## config.mk

```make
export PLATFORM = sky130hd
export DESIGN_NAME = alu_resp_collector
export DESIGN_NICKNAME = d
export VERILOG_FILES = /design/src/rtl/alu_resp_collector.sv
export SDC_FILE = /design/constraint.sdc
export NUM_CORES = 1
export LEC_CHECK = 0
export ABC_AREA = 1
export CAP_MARGIN = 5
export CORE_MARGIN = 4
export CORE_UTILIZATION = 48
export DETAILED_ROUTE_END_ITERATION = 8
export HOLD_SLACK_MARGIN = 0.15
export PLACE_DENSITY = 0.84
export SLEW_MARGIN = 20
export SYNTH_ARGS = -nofsm -noshare
export SYNTH_HDL_FRONTEND = slang
export SYNTH_SLANG_ARGS = --single-unit
export TNS_END_PERCENT = 50
```

## constraint.sdc

```tcl
create_clock -name clk -period 1.7 [get_ports clk]
set_clock_uncertainty 0.15 [all_clocks]
set_input_delay 0.34 -clock clk [delete_from_list [all_inputs] [get_ports clk]]
set_output_delay 0.34 -clock clk [all_outputs]
set_load 0.005 [all_outputs]
```

## src/rtl/alu_resp_collector.sv

```systemverilog
// ALU response collector: buffers ALU results in a small FIFO
// and keeps saturating statistics on accepted and dropped results.
module alu_resp_collector #(
  parameter int DEPTH = 4,
  parameter int CNT_W = 16
) (
  input  logic                       clk,
  input  logic                       reset,
  input  logic                       valid_out,
  input  logic [3:0]                 alu,
  input  logic                       zero,
  input  logic                       carry,
  input  logic                       clr_stats,
  output logic                       rsp_valid,
  input  logic                       rsp_ready,
  output logic [5:0]                 rsp_data,
  output logic [$clog2(DEPTH):0]     level,
  output logic                       full,
  output logic                       empty,
  output logic [CNT_W-1:0]           result_count,
  output logic [7:0]                 zero_count,
  output logic [7:0]                 carry_count,
  output logic [7:0]                 drop_count,
  output logic                       overflow
);

  localparam int PW = $clog2(DEPTH);
  localparam int LW = PW + 1;
  localparam logic [LW-1:0] LVL_MAX = LW'(DEPTH);
  localparam logic [PW-1:0] PTR_MAX = PW'(DEPTH - 1);

  logic [5:0]       mem_q [DEPTH];
  logic [5:0]       mem_d [DEPTH];
  logic [PW-1:0]    wr_ptr_q, wr_ptr_d;
  logic [PW-1:0]    rd_ptr_q, rd_ptr_d;
  logic [LW-1:0]    level_q, level_d;
  logic [CNT_W-1:0] result_count_q, result_count_d;
  logic [7:0]       zero_count_q, zero_count_d;
  logic [7:0]       carry_count_q, carry_count_d;
  logic [7:0]       drop_count_q, drop_count_d;
  logic             overflow_q, overflow_d;

  logic pop;
  logic push;
  logic drop;

  function automatic logic [7:0] sat8(input logic [7:0] v);
    return (&v) ? v : v + 8'd1;
  endfunction

  assign empty     = (level_q == '0);
  assign full      = (level_q == LVL_MAX);
  assign rsp_valid = !empty;
  assign rsp_data  = mem_q[rd_ptr_q];
  assign level     = level_q;

  assign result_count = result_count_q;
  assign zero_count   = zero_count_q;
  assign carry_count  = carry_count_q;
  assign drop_count   = drop_count_q;
  assign overflow     = overflow_q;

  // A full FIFO still accepts a push when the head leaves this cycle
  assign pop  = rsp_valid && rsp_ready;
  assign push = valid_out && (!full || pop);
  assign drop = valid_out && full && !pop;

  always_comb begin
    mem_d    = mem_q;
    wr_ptr_d = wr_ptr_q;
    rd_ptr_d = rd_ptr_q;
    level_d  = level_q;
    if (push) begin
      mem_d[wr_ptr_q] = {carry, zero, alu};
      wr_ptr_d = (wr_ptr_q == PTR_MAX) ? '0 : wr_ptr_q + PW'(1);
    end
    if (pop) begin
      rd_ptr_d = (rd_ptr_q == PTR_MAX) ? '0 : rd_ptr_q + PW'(1);
    end
    unique case ({push, pop})
      2'b10:   level_d = level_q + LW'(1);
      2'b01:   level_d = level_q - LW'(1);
      default: level_d = level_q;
    endcase
  end

  always_comb begin
    result_count_d = result_count_q;
    zero_count_d   = zero_count_q;
    carry_count_d  = carry_count_q;
    drop_count_d   = drop_count_q;
    overflow_d     = overflow_q;
    if (clr_stats) begin
      result_count_d = '0;
      zero_count_d   = '0;
      carry_count_d  = '0;
      drop_count_d   = '0;
      overflow_d     = 1'b0;
    end else begin
      if (push) begin
        if (!(&result_count_q)) begin
          result_count_d = result_count_q + CNT_W'(1);
        end
        if (zero) zero_count_d = sat8(zero_count_q);
        if (carry) carry_count_d = sat8(carry_count_q);
      end
      if (drop) begin
        drop_count_d = sat8(drop_count_q);
        overflow_d   = 1'b1;
      end
    end
  end

  // Storage is not reset; empty masks stale entries
  always_ff @(posedge clk) begin
    mem_q <= mem_d;
  end

  always_ff @(posedge clk) begin
    if (reset) begin
      wr_ptr_q       <= '0;
      rd_ptr_q       <= '0;
      level_q        <= '0;
      result_count_q <= '0;
      zero_count_q   <= '0;
      carry_count_q  <= '0;
      drop_count_q   <= '0;
      overflow_q     <= 1'b0;
    end else begin
      wr_ptr_q       <= wr_ptr_d;
      rd_ptr_q       <= rd_ptr_d;
      level_q        <= level_d;
      result_count_q <= result_count_d;
      zero_count_q   <= zero_count_d;
      carry_count_q  <= carry_count_d;
      drop_count_q   <= drop_count_d;
      overflow_q     <= overflow_d;
    end
  end

endmodule

```

After elaboration in Yosys (flattened, before gate mapping)
Cells that the tools add are included.

$add $sub $neg: 8. Order comparisons: 3. Equality and inequality tests: 5. Muxes and demuxes: 9. Bitwise gates (word level): 6. Reduce and logical (&&, ||, !) cells: 20.

Operator list (number): $add 8x1->8 const B (3); $bwmux 24 (1); $reduce_and 8->1 (3); $mux 6 (3); $add 16x1->16 const B (1); $reduce_and 16->1 (1); $bmux 6 s2 (1); $demux 6 s2 (1); $eq 2x2->1 const B (3); $ge 3x3->1 const B (2); $not 2->3 (2); $pmux 3 s2 (1); $reduce_and 3->1 (2); $logic_and 1x1->1 (5); $add 2x1->2 const B (2); $mux 2 (2); $not 1->1 (4); $reduce_and 2->1 (2); $add 3x1->3 const B (1); $eq 3x3->1 const B (1); $logic_not 1->1 (3); $logic_not 3->1 (1); $lt 3x1->1 const B (1); $sub 3x1->3 const B (1); 4 further kinds (4).

Bits in registers: 72. Input bits: 11. Output and inout bits: 53. Word-level logic and storage cells: 63.

Depth between registers and ports, before layout
Gate-level depths: netlist of run 1.

Depth after elaboration: 7. Depth in mapped cells: 11. Depth with buffers taken out: 11.

Worst setup path before layout of run 1
OpenSTA, ideal clock, no wires.

Kind: register to register. Start: register level_q[1], in the netlist level[1]. End: register level_q[2], in the netlist level[2]. Setup time: 0.115 ns. Arrival: 1.631 ns. Required time: 1.435 ns. Slack: -0.196 ns. Stages on the path, launching flop included: 11. Buffers on the path: 0. Clock period less this slack: 1.896 ns. Path through: dfxtp_1 inv_2 nand3_1 nand2_1 nor2_2 inv_1 fa_1 inv_1 nand4_1 a21oi_1 nor2_1.

Longest elaborated chain between the ends: 7. Elaborated cells on any way between the ends: 13. Those cells by class: 2 x add/sub; 3 x eq/ne; 1 x mux; 7 x reduce/logical.

Ends and longest elaborated chain: from (decl) (RTL line 36) `logic [LW-1:0] level_q, level_d;`; from (signal assigned) (RTL line 132) `level_q <= level_d;`; $logic_not 3->1 (*) (RTL line 51) `assign empty = (level_q == '0);`; $logic_not 1->1 (*) (RTL line 53) `assign rsp_valid = !empty;`; named net rsp_valid (RTL line 14) `output logic rsp_valid,`; $logic_and 1x1->1 (*) (RTL line 64) `assign pop = rsp_valid && rsp_ready;`; $logic_or 1x1->1 (RTL line 65) `assign push = valid_out && (!full || pop);`; $logic_and 1x1->1 (RTL line 65); $eq 2x1->1 / $eq 2x2->1 (equally long branches) (RTL line 80) `unique case ({push, pop})`; $pmux 3 s2 / $reduce_bool 2->1 (equally long branches).

Mark *: on every way through the listed nets, which the timed path passes. The rest lies on a longest branch. A chain may end at the register's enable or synchronous reset.

Worst setup path in the final report of run 1
Start: register level_q[2], in the netlist level[2]. End: register level_q[2], in the netlist level[2].

Longest elaborated chain between the ends: 7. Elaborated cells on any way between the ends: 13. Those cells by class: 2 x add/sub; 3 x eq/ne; 1 x mux; 7 x reduce/logical.

Ends and longest elaborated chain (RTL line): $logic_not 3->1 (51); $logic_not 1->1 (53); $logic_and 1x1->1 (64); $logic_or 1x1->1 (65); $logic_and 1x1->1 (65); $eq 2x1->1 / $eq 2x2->1 (equally long branches) (80); $pmux 3 s2 / $reduce_bool 2->1 (equally long branches).

Parallel ways exist; a longest one is shown, timed or not.

==> flow_metrics.py, run 1 <==
metrics = {
    "timing": {
        "maxClockFrequency_mhz": 545,
        "slew_violations": 0,
        "totalNegativeSetupSlack_ns": -0.560,
        "timing.max_slew.rel_slack_pct": 79.1,
        "tightestPinTransition_ns": 0.314,
        "timing.final.ws_setup_ns": -0.135,
        "fin_crit_ns": 1.84,
        "finalHoldViolCount": 0,
        "unrepaired_setup_endpoints_after_global_routing": "yes",
        "setup_viol": 6,
        "finalCritPeriodShare_pct": 108,
    },
    "floorplan": {
        "die_h_um": 94.4,
        "die_area_mm2": 0.00892,
        "initial_utilization_pct": 49.4,
        "die-width_um": 94.4,
        "coreArea_mm2": 0.00725,
        "io_pins": 64,
        "floorplan.rows": 31,
    },
    "logic_synthesis": {
        "synth_seq_cells": 72,
        "synth.lib_cells_used.distinct": 32,
        "postSynthNetCount": 480,
        "ys.warnings.count": 0,
        "synth_seq_area_share_pct": 46.9,
        "syn-mean-instance-area_um2": 7.81,
        "synthesis.area_mm2": 0.00358,
        "syn-instance-count": 459,
    },
    "clock_network": {
        "cts_buf_count": 9,
        "worst_skew_pair.late_latency_ns": 0.36,
        "cts_max_level": 3,
        "clock_path_buffers": 2,
        "hold_buffers": 0,
        "cts.clk_slew.worst_paths_ns": 0.08,
        "clock_sinks": 72,
        "tritoncts": "built",
        "buffer_type_at_the_clock_tree_root": "sky130_fd_sc_hd__clkbuf_8",
    },
    "setup_path": {
        "ff2ff_setup_slack_ns": -0.14,
        "r2r-end": "level[2]",
        "cp.required_ns": 1.80,
        "timing.rr.start": "level[2]",
        "type_of_the_setup_path_with_the_least_slack": "reg -> reg",
        "critPathMostFrequentCell": "sky130_fd_sc_hd__inv_2",
        "critical_path.max_stage_delay_ns": 0.36,
        "critical_path.cell_chain": "inv_4 > nand3_4 > nand2_4 > nor2_4 > inv_2 > fa_2 > inv_2 > nand4_1 > a21oi_2 > nor2_1",
        "crit_path_top_delay_cell": "sky130_fd_sc_hd__dfxtp_2",
        "cp-start-kind": "register",
        "endpoint_kind": "register",
        "critPathArrivalTime_ns": 1.94,
        "r2r_cells": 10,
        "crit_path_max_fanout": 4,
    },
    "routing": {
        "avgRoutedWirePerCell_um": 14.6,
        "via_per_inst": 5.20,
        "wirelength_mm": 10.2,
        "drt_pre_antenna_iters": 5,
        "drc": 0,
        "route.vias.total": 3621,
        "drtAntennaViolNets": 0,
        "drtIter0Drc": 246,
    },
    "power": {
        "vdd_ir_drop_max_v": 0.000397,
        "power.static_leakage_nw": 2.30,
        "p_per_area_mw_per_mm2": 793,
    },
    "global_route": {
        "antenna_found_initial": 0,
        "grt_first_pass_wirelength_mm": 15.5,
        "grt_start_max_net_pins": 15,
        "grt-ovfl-total": 0,
        "global_route.usage.total_pct": 22.0,
        "first_global_vias": 3430,
    },
    "run_status": {
        "outcome": "finished with violations",
        "failing_checks": "negative setup slack",
    },
    "finish": {
        "mostFrequentLayoutCell": "sky130_fd_sc_hd__nand2_1",
        "fin_nets": 614,
        "area_growth_pct": 45.3,
        "num_antenna_cells": 0,
        "layout.cells.most_common_list": "sky130_fd_sc_hd__nand2_1 (114), sky130_fd_sc_hd__nor2_1 (71), sky130_fd_sc_hd__buf_4 (61)",
        "layout-drive-gt1-share_pct": 32.6,
    },
    "place": {
        "detailed_place_hpwl_mm": 6.36,
        "numPortBuffers": 63,
        "dp_worst_slack_ns": -0.456,
        "routabilityCongestion": 0.857,
    },
    "worst_hold_path": {
        "worst_hold_path_type": "reg -> reg",
        "worstHoldEndpoint": "overflow",
        "hold_start": "overflow",
        "min_path_cells": 1,
    },
    "flow_run": {
        "maxCapViolations": 0,
    },
}
## cells by family (layout without fill, tap and decap cells)
kind of cell	after synthesis	in the layout	share of synthesized area, %
XOR/XNOR	14	14	3.42
AO/OA/AOI/OAI	69	69	11.1
buffers and inverters	53	191	6.39
AND/OR/NAND/NOR	241	242	28.4
flip-flops	72	72	46.9
adder cells (fa/ha/maj)	10	10	3.70
## area by class of cell
type,instances,area [µm²]
Clock buffer,9,124
Clock inverter,7,72.6
Fill cell,521,2040
Inverter,42,165
Multi-Input combinational cell,335,1810
Sequential cell,72,1760
Tap cell,99,124
Timing Repair Buffer,133,1150
## stage by stage
step                      power [mW]  instance area [µm²]  util, %  cells  hold WS [ns]
final                           4.13                 5210     71.8    697         0.323
after global routing            4.31                 5210     71.8    697         0.345
after CTS                       4.05                 5020     69.3    688         0.329
after detailed placement        2.72                 4690     64.7    658         0.309
after global placement          2.69                 4690     64.7    658         0.303
after floorplan                 2.31                 3610        -    459         0.268
## layer usage
layer	wire length (µm)	up-vias	GRT usage, %
li1	-	1754	-
met1	4050	1705	24.9
met2	5290	135	39.1
met3	583	27	6.14
met4	243	0	8.78
met5	0	-	0
## worst max-delay path by stage
stage / start / cells after the start / to / slack (ns)
floorplan: level[2] / 10 / level[2] / 0.007
detailed placement: rsp_ready / 9 / level[2] / -0.46
CTS: rd_ptr_q[0] / 5 / rsp_data[5] / -0.11
finish: level[2] / 10 / level[2] / -0.14
global placement: rsp_ready / 9 / level[2] / -0.38
global route: level[2] / 11 / level[2] / -0.18
## flip-flops by register name, summed over array words and instances (netlist names)
| signal | flops |
|---|---|
| level | 3 |
| carry_count | 8 |
| zero_count | 8 |
| mem_q | 24 |
| result_count | 16 |
| overflow | 1 |
| rd_ptr_q | 2 |
| wr_ptr_q | 2 |
| drop_count | 8 |
## Yosys cell counts
cell / instances / area (µm²)
sky130_fd_sc_hd__a211oi_1: 1 / 7.51
sky130_fd_sc_hd__a21oi_1: 27 / 135
sky130_fd_sc_hd__a21oi_2: 8 / 70.1
sky130_fd_sc_hd__and2_1: 1 / 6.26
sky130_fd_sc_hd__buf_4: 2 / 15.0
sky130_fd_sc_hd__buf_6: 3 / 33.8
sky130_fd_sc_hd__clkbuf_1: 6 / 22.5
sky130_fd_sc_hd__dfxtp_1: 48 / 961
sky130_fd_sc_hd__edfxtp_1: 24 / 721
sky130_fd_sc_hd__fa_1: 1 / 20.0
sky130_fd_sc_hd__ha_1: 9 / 113
sky130_fd_sc_hd__inv_1: 34 / 128
sky130_fd_sc_hd__inv_2: 8 / 30.0
sky130_fd_sc_hd__nand2_1: 120 / 450
sky130_fd_sc_hd__nand2_2: 3 / 18.8
sky130_fd_sc_hd__nand2_4: 1 / 11.3
sky130_fd_sc_hd__nand3_1: 18 / 90.1
sky130_fd_sc_hd__nand4_1: 4 / 25.0
sky130_fd_sc_hd__nand4_2: 1 / 12.5
sky130_fd_sc_hd__nor2_1: 79 / 297
sky130_fd_sc_hd__nor2_2: 5 / 31.3
sky130_fd_sc_hd__nor2_4: 2 / 22.5
sky130_fd_sc_hd__nor2_8: 1 / 20.0
sky130_fd_sc_hd__nor3_1: 4 / 20.0
sky130_fd_sc_hd__nor3b_1: 2 / 15.0
sky130_fd_sc_hd__o21a_1: 1 / 7.51
sky130_fd_sc_hd__o21ai_0: 21 / 105
sky130_fd_sc_hd__o21ai_1: 4 / 20.0
sky130_fd_sc_hd__o21ai_4: 1 / 16.3
sky130_fd_sc_hd__o22ai_1: 6 / 37.5
sky130_fd_sc_hd__xnor2_1: 8 / 70.1
sky130_fd_sc_hd__xor2_1: 6 / 52.6
## power breakdown
group          switching (mW)  total [mW]  internal, mW
sequential             0.0511        1.89          1.84
combinational           0.464       0.882         0.418
clock                   0.684        1.36         0.676
total                    1.20        4.13          2.93
## worst max-delay path: cells and delay by family (launching register included)
kind                       cells  cell delay (ns)
and+or+nand+nor                5             0.49
DFF                            1             0.36
adders and majority gates      1             0.36
AOI/OAI and AO/OA              1             0.20
buffers and inverters          3             0.17
## what timing repair did
action                     in CTS  in global routing
setup buffers                  14                  9
resized for setup             140                 39
pin swaps                       2                 15
gates cloned                    0                  1
setup endpoints to repair      82                 76
Note: power is estimated with default switching activity, not from simulation.
==> run 2, diff against run 1 <==
RECOVER_POWER = 100   (was unset)
==> run 2 against run 1 <==
The run still ends with negative setup slack left. Die area unchanged. First-iteration DRC count decreased by 13%. Worst setup slack improved by 0.021 ns. Combinational power decreased by 0.6%. Cell count unchanged.
==> flow_metrics.py, run 2 (synthesized netlist as in run 1, its figures left out) <==
metrics = {
    "run_status": {
        "outcome": "finished with violations",
        "failing_checks": "negative setup slack",
    },
    "routing": {
        "avgRoutedWirePerCell_um": 14.6,
        "wirelength_mm": 10.2,
        "drtIter0Drc": 215,
        "drtAntennaViolNets": 0,
        "drc": 0,
        "via_per_inst": 5.18,
        "route.vias.total": 3612,
        "drt_pre_antenna_iters": 5,
    },
    "setup_path": {
        "crit_family": "simple AND/OR/NAND/NOR gates",
        "cp-start-kind": "register",
        "critical_path.max_stage_delay_ns": 0.36,
        "critical_path.cell_chain": "inv_4 > nand3_4 > nand2_4 > nor2_4 > inv_2 > fa_2 > inv_2 > nand4_1 > a21oi_2 > nor2_1",
        "crit_path_top_delay_cell": "sky130_fd_sc_hd__dfxtp_2",
        "crit_path_max_fanout": 4,
        "timing.critical_path.buf_inv": 3,
        "cp.required_ns": 1.80,
        "critPathArrivalTime_ns": 1.92,
        "endpoint_kind": "register",
        "type_of_the_setup_path_with_the_least_slack": "reg -> reg",
        "critPathMostFrequentCell": "sky130_fd_sc_hd__inv_2",
    },
    "finish": {
        "num_antenna_cells": 0,
        "post_route_cell_area_mm2": 0.00516,
        "finish.utilization_pct": 71.1,
        "largest_register_ffs": 24,
        "layout-drive-gt1-share_pct": 29.1,
        "layout.cells.most_common_list": "sky130_fd_sc_hd__nand2_1 (114), sky130_fd_sc_hd__nor2_1 (72), sky130_fd_sc_hd__buf_4 (59)",
        "mostFrequentLayoutCell": "sky130_fd_sc_hd__nand2_1",
        "fin_nets": 614,
        "registers.top_by_ff_count": "mem_q",
        "area_growth_pct": 43.9,
    },
    "floorplan": {
        "die-width_um": 94.4,
        "coreArea_mm2": 0.00725,
        "floorplan.rows": 31,
        "io_pins": 64,
        "initial_utilization_pct": 49.4,
        "die_area_mm2": 0.00892,
        "die_h_um": 94.4,
    },
    "power": {
        "power.share.clock_pct": 33.0,
        "power.static_leakage_nw": 2.24,
        "p_sw_share_pct": 29.1,
        "p_seq_share_pct": 45.8,
        "power.net_switching_mw": 1.20,
        "combPwrFrac_pct": 21.2,
        "vdd_ir_drop_max_v": 0.000398,
        "p_per_area_mw_per_mm2": 803,
        "p_int_mw": 2.94,
    },
    "clock_network": {
        "cts.clk_slew.worst_paths_ns": 0.08,
        "hold_buffers": 0,
        "worst_skew_pair.late_latency_ns": 0.36,
        "clock_sinks": 72,
        "cts_max_level": 3,
        "buffer_type_at_the_clock_tree_root": "sky130_fd_sc_hd__clkbuf_8",
        "cts_buf_count": 9,
        "tritoncts": "built",
        "clock_path_buffers": 2,
    },
    "place": {
        "routabilityCongestion": 0.857,
        "detailed_place_hpwl_mm": 6.36,
        "numPortBuffers": 63,
        "placed_area_mm2": 0.00469,
        "dp_worst_slack_ns": -0.456,
    },
    "timing": {
        "slew_violations": 0,
        "timing.final.ws_setup_ns": -0.114,
        "finalCritPeriodShare_pct": 107,
        "maxClockFrequency_mhz": 551,
        "tightestPinTransition_ns": 0.305,
        "fin_crit_ns": 1.81,
        "finalHoldViolCount": 0,
        "whs_ns": 0.332,
        "unrepaired_setup_endpoints_after_global_routing": "yes",
        "totalNegativeSetupSlack_ns": -0.645,
        "timing.max_slew.rel_slack_pct": 79.7,
        "setup_viol": 10,
    },
    "global_route": {
        "grt-ovfl-total": 0,
        "grt_start_max_net_pins": 15,
        "antenna_found_initial": 0,
        "first_global_vias": 3430,
        "grt_first_pass_wirelength_mm": 15.5,
        "global_route.usage.total_pct": 22.0,
    },
    "flow_run": {
        "maxCapViolations": 0,
    },
    "worst_hold_path": {
        "worst_hold_path_type": "reg -> reg",
    },
}
==> run 2: changes by cell type in the layout (fill, tap and decap cells not counted) <==
cell / before / now
sky130_fd_sc_hd__dfxtp_1: 6 / 24
sky130_fd_sc_hd__dfxtp_2: 30 / 18
sky130_fd_sc_hd__clkdlybuf4s50_1: 8 / 2
sky130_fd_sc_hd__dfxtp_4: 12 / 6
sky130_fd_sc_hd__dlygate4sd3_1: 0 / 6
sky130_fd_sc_hd__buf_4: 61 / 59
sky130_fd_sc_hd__clkbuf_1: 0 / 2
sky130_fd_sc_hd__clkdlybuf4s25_1: 0 / 2
sky130_fd_sc_hd__dlymetal6s2s_1: 5 / 3
sky130_fd_sc_hd__nor2_1: 71 / 72
sky130_fd_sc_hd__nor2_2: 10 / 9
==> run 2: final timing paths <==
| path | start | to | slack, ns | depth (start not counted) |
|---|---|---|---|---|
| worst min-delay path | overflow | overflow | 0.33 | 1 |
| worst max-delay path | level[2] | level[2] | -0.11 | 10 |
| worst max register to register | level[2] | level[2] | -0.11 | 10 |
| worst min register to register | overflow | overflow | 0.33 | 1 |
==> run 2: metal layers <==
metal / wire length (µm) / track usage (%) / vias to the layer above / part of all wire (%)
li1: - / - / 1753 / -
met1: 4030 / 24.9 / 1699 / 40
met2: 5320 / 39.1 / 137 / 52
met3: 588 / 6.14 / 23 / 5.8
met4: 232 / 8.78 / 0 / 2.3
met5: 0 / 0 / - / 0
==> run 2: area by class of cell <==
class,instances,area (µm²)
Fill cell,541,2100
Multi-Input combinational cell,335,1800
Sequential cell,72,1730
Timing Repair Buffer,133,1140
Inverter,42,165
Clock buffer,9,124
Tap cell,99,124
Clock inverter,7,72.6
==> run 2: worst register-to-register path: cells and delay by family, from the launching register on <==
family | cells | cell delay (ns)
flops | 1 | 0.36
compound gates | 1 | 0.19
fa+ha+maj | 1 | 0.36
simple gates | 5 | 0.50
buf+inv | 3 | 0.17
==> run 2: stage by stage <==
step                power [mW]  cells
floorplan                 2.31    459
global placement          2.69    658
detailed placement        2.72    658
CTS                       4.05    688
global route              4.32    697
finish                    4.14    697
==> run 2: power by group through the flow <==
stage               logic [mW]  registers [mW]  clock network, mW
floorplan                0.379            1.93                  0
global placement         0.761            1.93                  0
detailed placement       0.791            1.93                  0
CTS                      0.792            1.88               1.37
global route             0.952            1.90               1.46
finish                   0.877            1.90               1.37
==> run 2: timing repair <==
item,CTS,global route
gates resized for setup,140,39
endpoints found under the setup margin,82,76
gates cloned,0,1
endpoints found under the hold margin,0,0
buffers inserted,14,9
pin swaps,2,15
==> run 3, diff against run 2 <==
MAX_ROUTING_LAYER = met4   (was unset)
clock period = 1.6 ns   (was 1.7 ns; I/O delays follow)
==> run 3 against run 2 <==
Hold slack lost 0.0084 ns. Clock power barely moved. Via count increased by 5.5%. Critical path type is now reg -> out. Sequential power grew 7%. Utilization rose by 5.8 points. First-iteration DRC count rose by 35%. The flow still finishes with violations (negative setup slack). Non-clock buffer count grew 22.
==> flow_metrics.py, run 3 (synthesized netlist as in run 1, its figures left out) <==
metrics = {
    "run_status": {
        "outcome": "finished with violations",
        "failing_checks": "negative setup slack",
    },
    "finish": {
        "final-instance-count-excl-fill": 720,
        "layout.cells.most_common_list": "sky130_fd_sc_hd__nand2_1 (103), sky130_fd_sc_hd__buf_4 (69), sky130_fd_sc_hd__nor2_1 (68)",
        "registers.top_by_ff_count": "mem_q",
        "mostFrequentLayoutCell": "sky130_fd_sc_hd__nand2_1",
        "num_antenna_cells": 0,
        "area_growth_pct": 55.6,
        "largest_register_ffs": 24,
        "layout-drive-gt1-share_pct": 36.9,
        "fin_nets": 637,
    },
    "routing": {
        "wirelength_mm": 11.3,
        "via_per_inst": 5.29,
        "drc": 0,
        "avgRoutedWirePerCell_um": 15.8,
        "drtIter0Drc": 291,
        "drtAntennaViolNets": 0,
        "drt_pre_antenna_iters": 6,
        "route.vias.total": 3811,
    },
    "setup_path": {
        "type_of_the_setup_path_with_the_least_slack": "reg -> out",
        "r2r_cells": 11,
        "endpoint_kind": "output pin",
        "crit_start": "rd_ptr_q[0]",
        "cp-start-kind": "register",
        "ff2ff_setup_slack_ns": -0.14,
        "crit_end": "rsp_data[5]",
        "r2r-end": "level[2]",
        "timing.rr.start": "level[2]",
        "critPathArrivalTime_ns": 1.42,
        "crit_path_max_fanout": 5,
        "cp.required_ns": 1.13,
    },
    "timing": {
        "slew_violations": 0,
        "finalHoldViolCount": 0,
        "tightestPinTransition_ns": 0.310,
        "maxClockFrequency_mhz": 528,
        "unrepaired_setup_endpoints_after_global_routing": "yes",
        "setup_viol": 21,
        "fin_crit_ns": 1.89,
        "timing.max_slew.rel_slack_pct": 79.2,
        "totalNegativeSetupSlack_ns": -2.22,
        "finalCritPeriodShare_pct": 118,
        "timing.final.ws_setup_ns": -0.295,
    },
    "clock_network": {
        "buffer_type_at_the_clock_tree_root": "sky130_fd_sc_hd__clkbuf_8",
        "cts.clk_slew.worst_paths_ns": 0.08,
        "clock_path_buffers": 2,
        "cts_max_level": 3,
        "tritoncts": "built",
        "cts_buf_count": 9,
        "clock_sinks": 72,
        "worst_skew_pair.late_latency_ns": 0.35,
    },
    "power": {
        "power.static_leakage_nw": 2.44,
        "p_per_area_mw_per_mm2": 816,
        "vdd_ir_drop_max_v": 0.000436,
    },
    "floorplan": {
        "initial_utilization_pct": 49.4,
        "die_h_um": 94.4,
        "coreArea_mm2": 0.00725,
        "die-width_um": 94.4,
        "io_pins": 64,
        "die_area_mm2": 0.00892,
        "floorplan.rows": 31,
    },
    "global_route": {
        "grt_start_max_net_pins": 22,
        "first_global_vias": 3506,
        "grt_first_pass_wirelength_mm": 15.8,
        "global_route.usage.total_pct": 23.0,
        "antenna_found_initial": 0,
        "grt-ovfl-total": 0,
    },
    "place": {
        "place.detailed.instances": 672,
        "detailed_place_hpwl_mm": 6.40,
        "routabilityCongestion": 0.865,
        "numPortBuffers": 63,
    },
    "worst_hold_path": {
        "worst_hold_path_type": "reg -> reg",
    },
    "flow_run": {
        "maxCapViolations": 0,
    },
}
[run 3: cell types whose count changed in the layout (fill, tap and decap cells not counted), sizes merged]
cell | previous run | this run
dlymetal6s2s | 3 | 0
clkinvlp | 2 | 1
nand2 | 124 | 125
clkbuf | 11 | 14
dlygate4sd2 | 42 | 44
clkdlybuf4s25 | 2 | 0
clkdlybuf4s15 | 2 | 1
buf | 74 | 98
[run 3: layout make-up]
type / instances / area [µm²]
Clock buffer: 10 / 128
Clock inverter: 6 / 60.1
Fill cell: 474 / 1670
Inverter: 42 / 178
Multi-Input combinational cell: 336 / 1980
Sequential cell: 72 / 1730
Tap cell: 99 / 124
Timing Repair Buffer: 155 / 1380
[run 3: power breakdown]
| part | internal [mW] | leakage [nW] | switching (mW) | total (mW) |
|---|---|---|---|---|
| clock | 0.712 | 0.0937 | 0.667 | 1.38 |
| sequential | 1.97 | 0.623 | 0.0681 | 2.04 |
| combinational | 0.573 | 1.73 | 0.562 | 1.14 |
[run 3: routing by layer]
layer  wire [µm]  vias up  GRT usage (%)
met2        6150      174           40.4
met3         574       39           3.98
met5           0        -              -
met4         316        0           11.2
li1            -     1800              -
met1        4310     1798           25.2
[run 3: worst min-delay path by stage]
stage	depth (start not counted)	to	slack, ns	startpoint
after CTS	1	overflow	0.32	overflow
after global routing	1	overflow	0.33	overflow
after global placement	1	overflow	0.31	overflow
after detailed placement	1	overflow	0.31	overflow
final	1	overflow	0.32	overflow
after floorplan	1	wr_ptr_q[0]	0.25	reset
[run 3: per-stage QoR]
step | hold WS (ns) | power, mW | setup slack, ns | cell area (µm²) | util (%)
2_1_floorplan | 0.248 | 2.46 | -0.0837 | 3620 | -
3_3_place_gp | 0.310 | 2.90 | -0.461 | 4810 | 66.3
3_5_place_dp | 0.308 | 2.94 | -0.563 | 4810 | 66.3
4_1_cts | 0.322 | 4.38 | -0.203 | 5220 | 71.9
5_1_grt | 0.333 | 4.72 | -0.302 | 5580 | 76.9
6_report | 0.324 | 4.55 | -0.295 | 5580 | 76.9
[run 3: what timing repair did]
item,in CTS,in global routing
endpoints found under the setup margin,112,67
pin swaps,14,26
gates resized for setup,168,67
buffers inserted,15,13
cloned,2,4
hold buffers,0,0
[run 3: critical path, stage by stage, from the launching register on]
cell,delay [ns]
sky130_fd_sc_hd__dfxtp_4,0.37
sky130_fd_sc_hd__buf_6,0.13
sky130_fd_sc_hd__buf_4,0.13
sky130_fd_sc_hd__o21ai_1,0.19
sky130_fd_sc_hd__o22ai_1,0.12
sky130_fd_sc_hd__buf_2,0.14
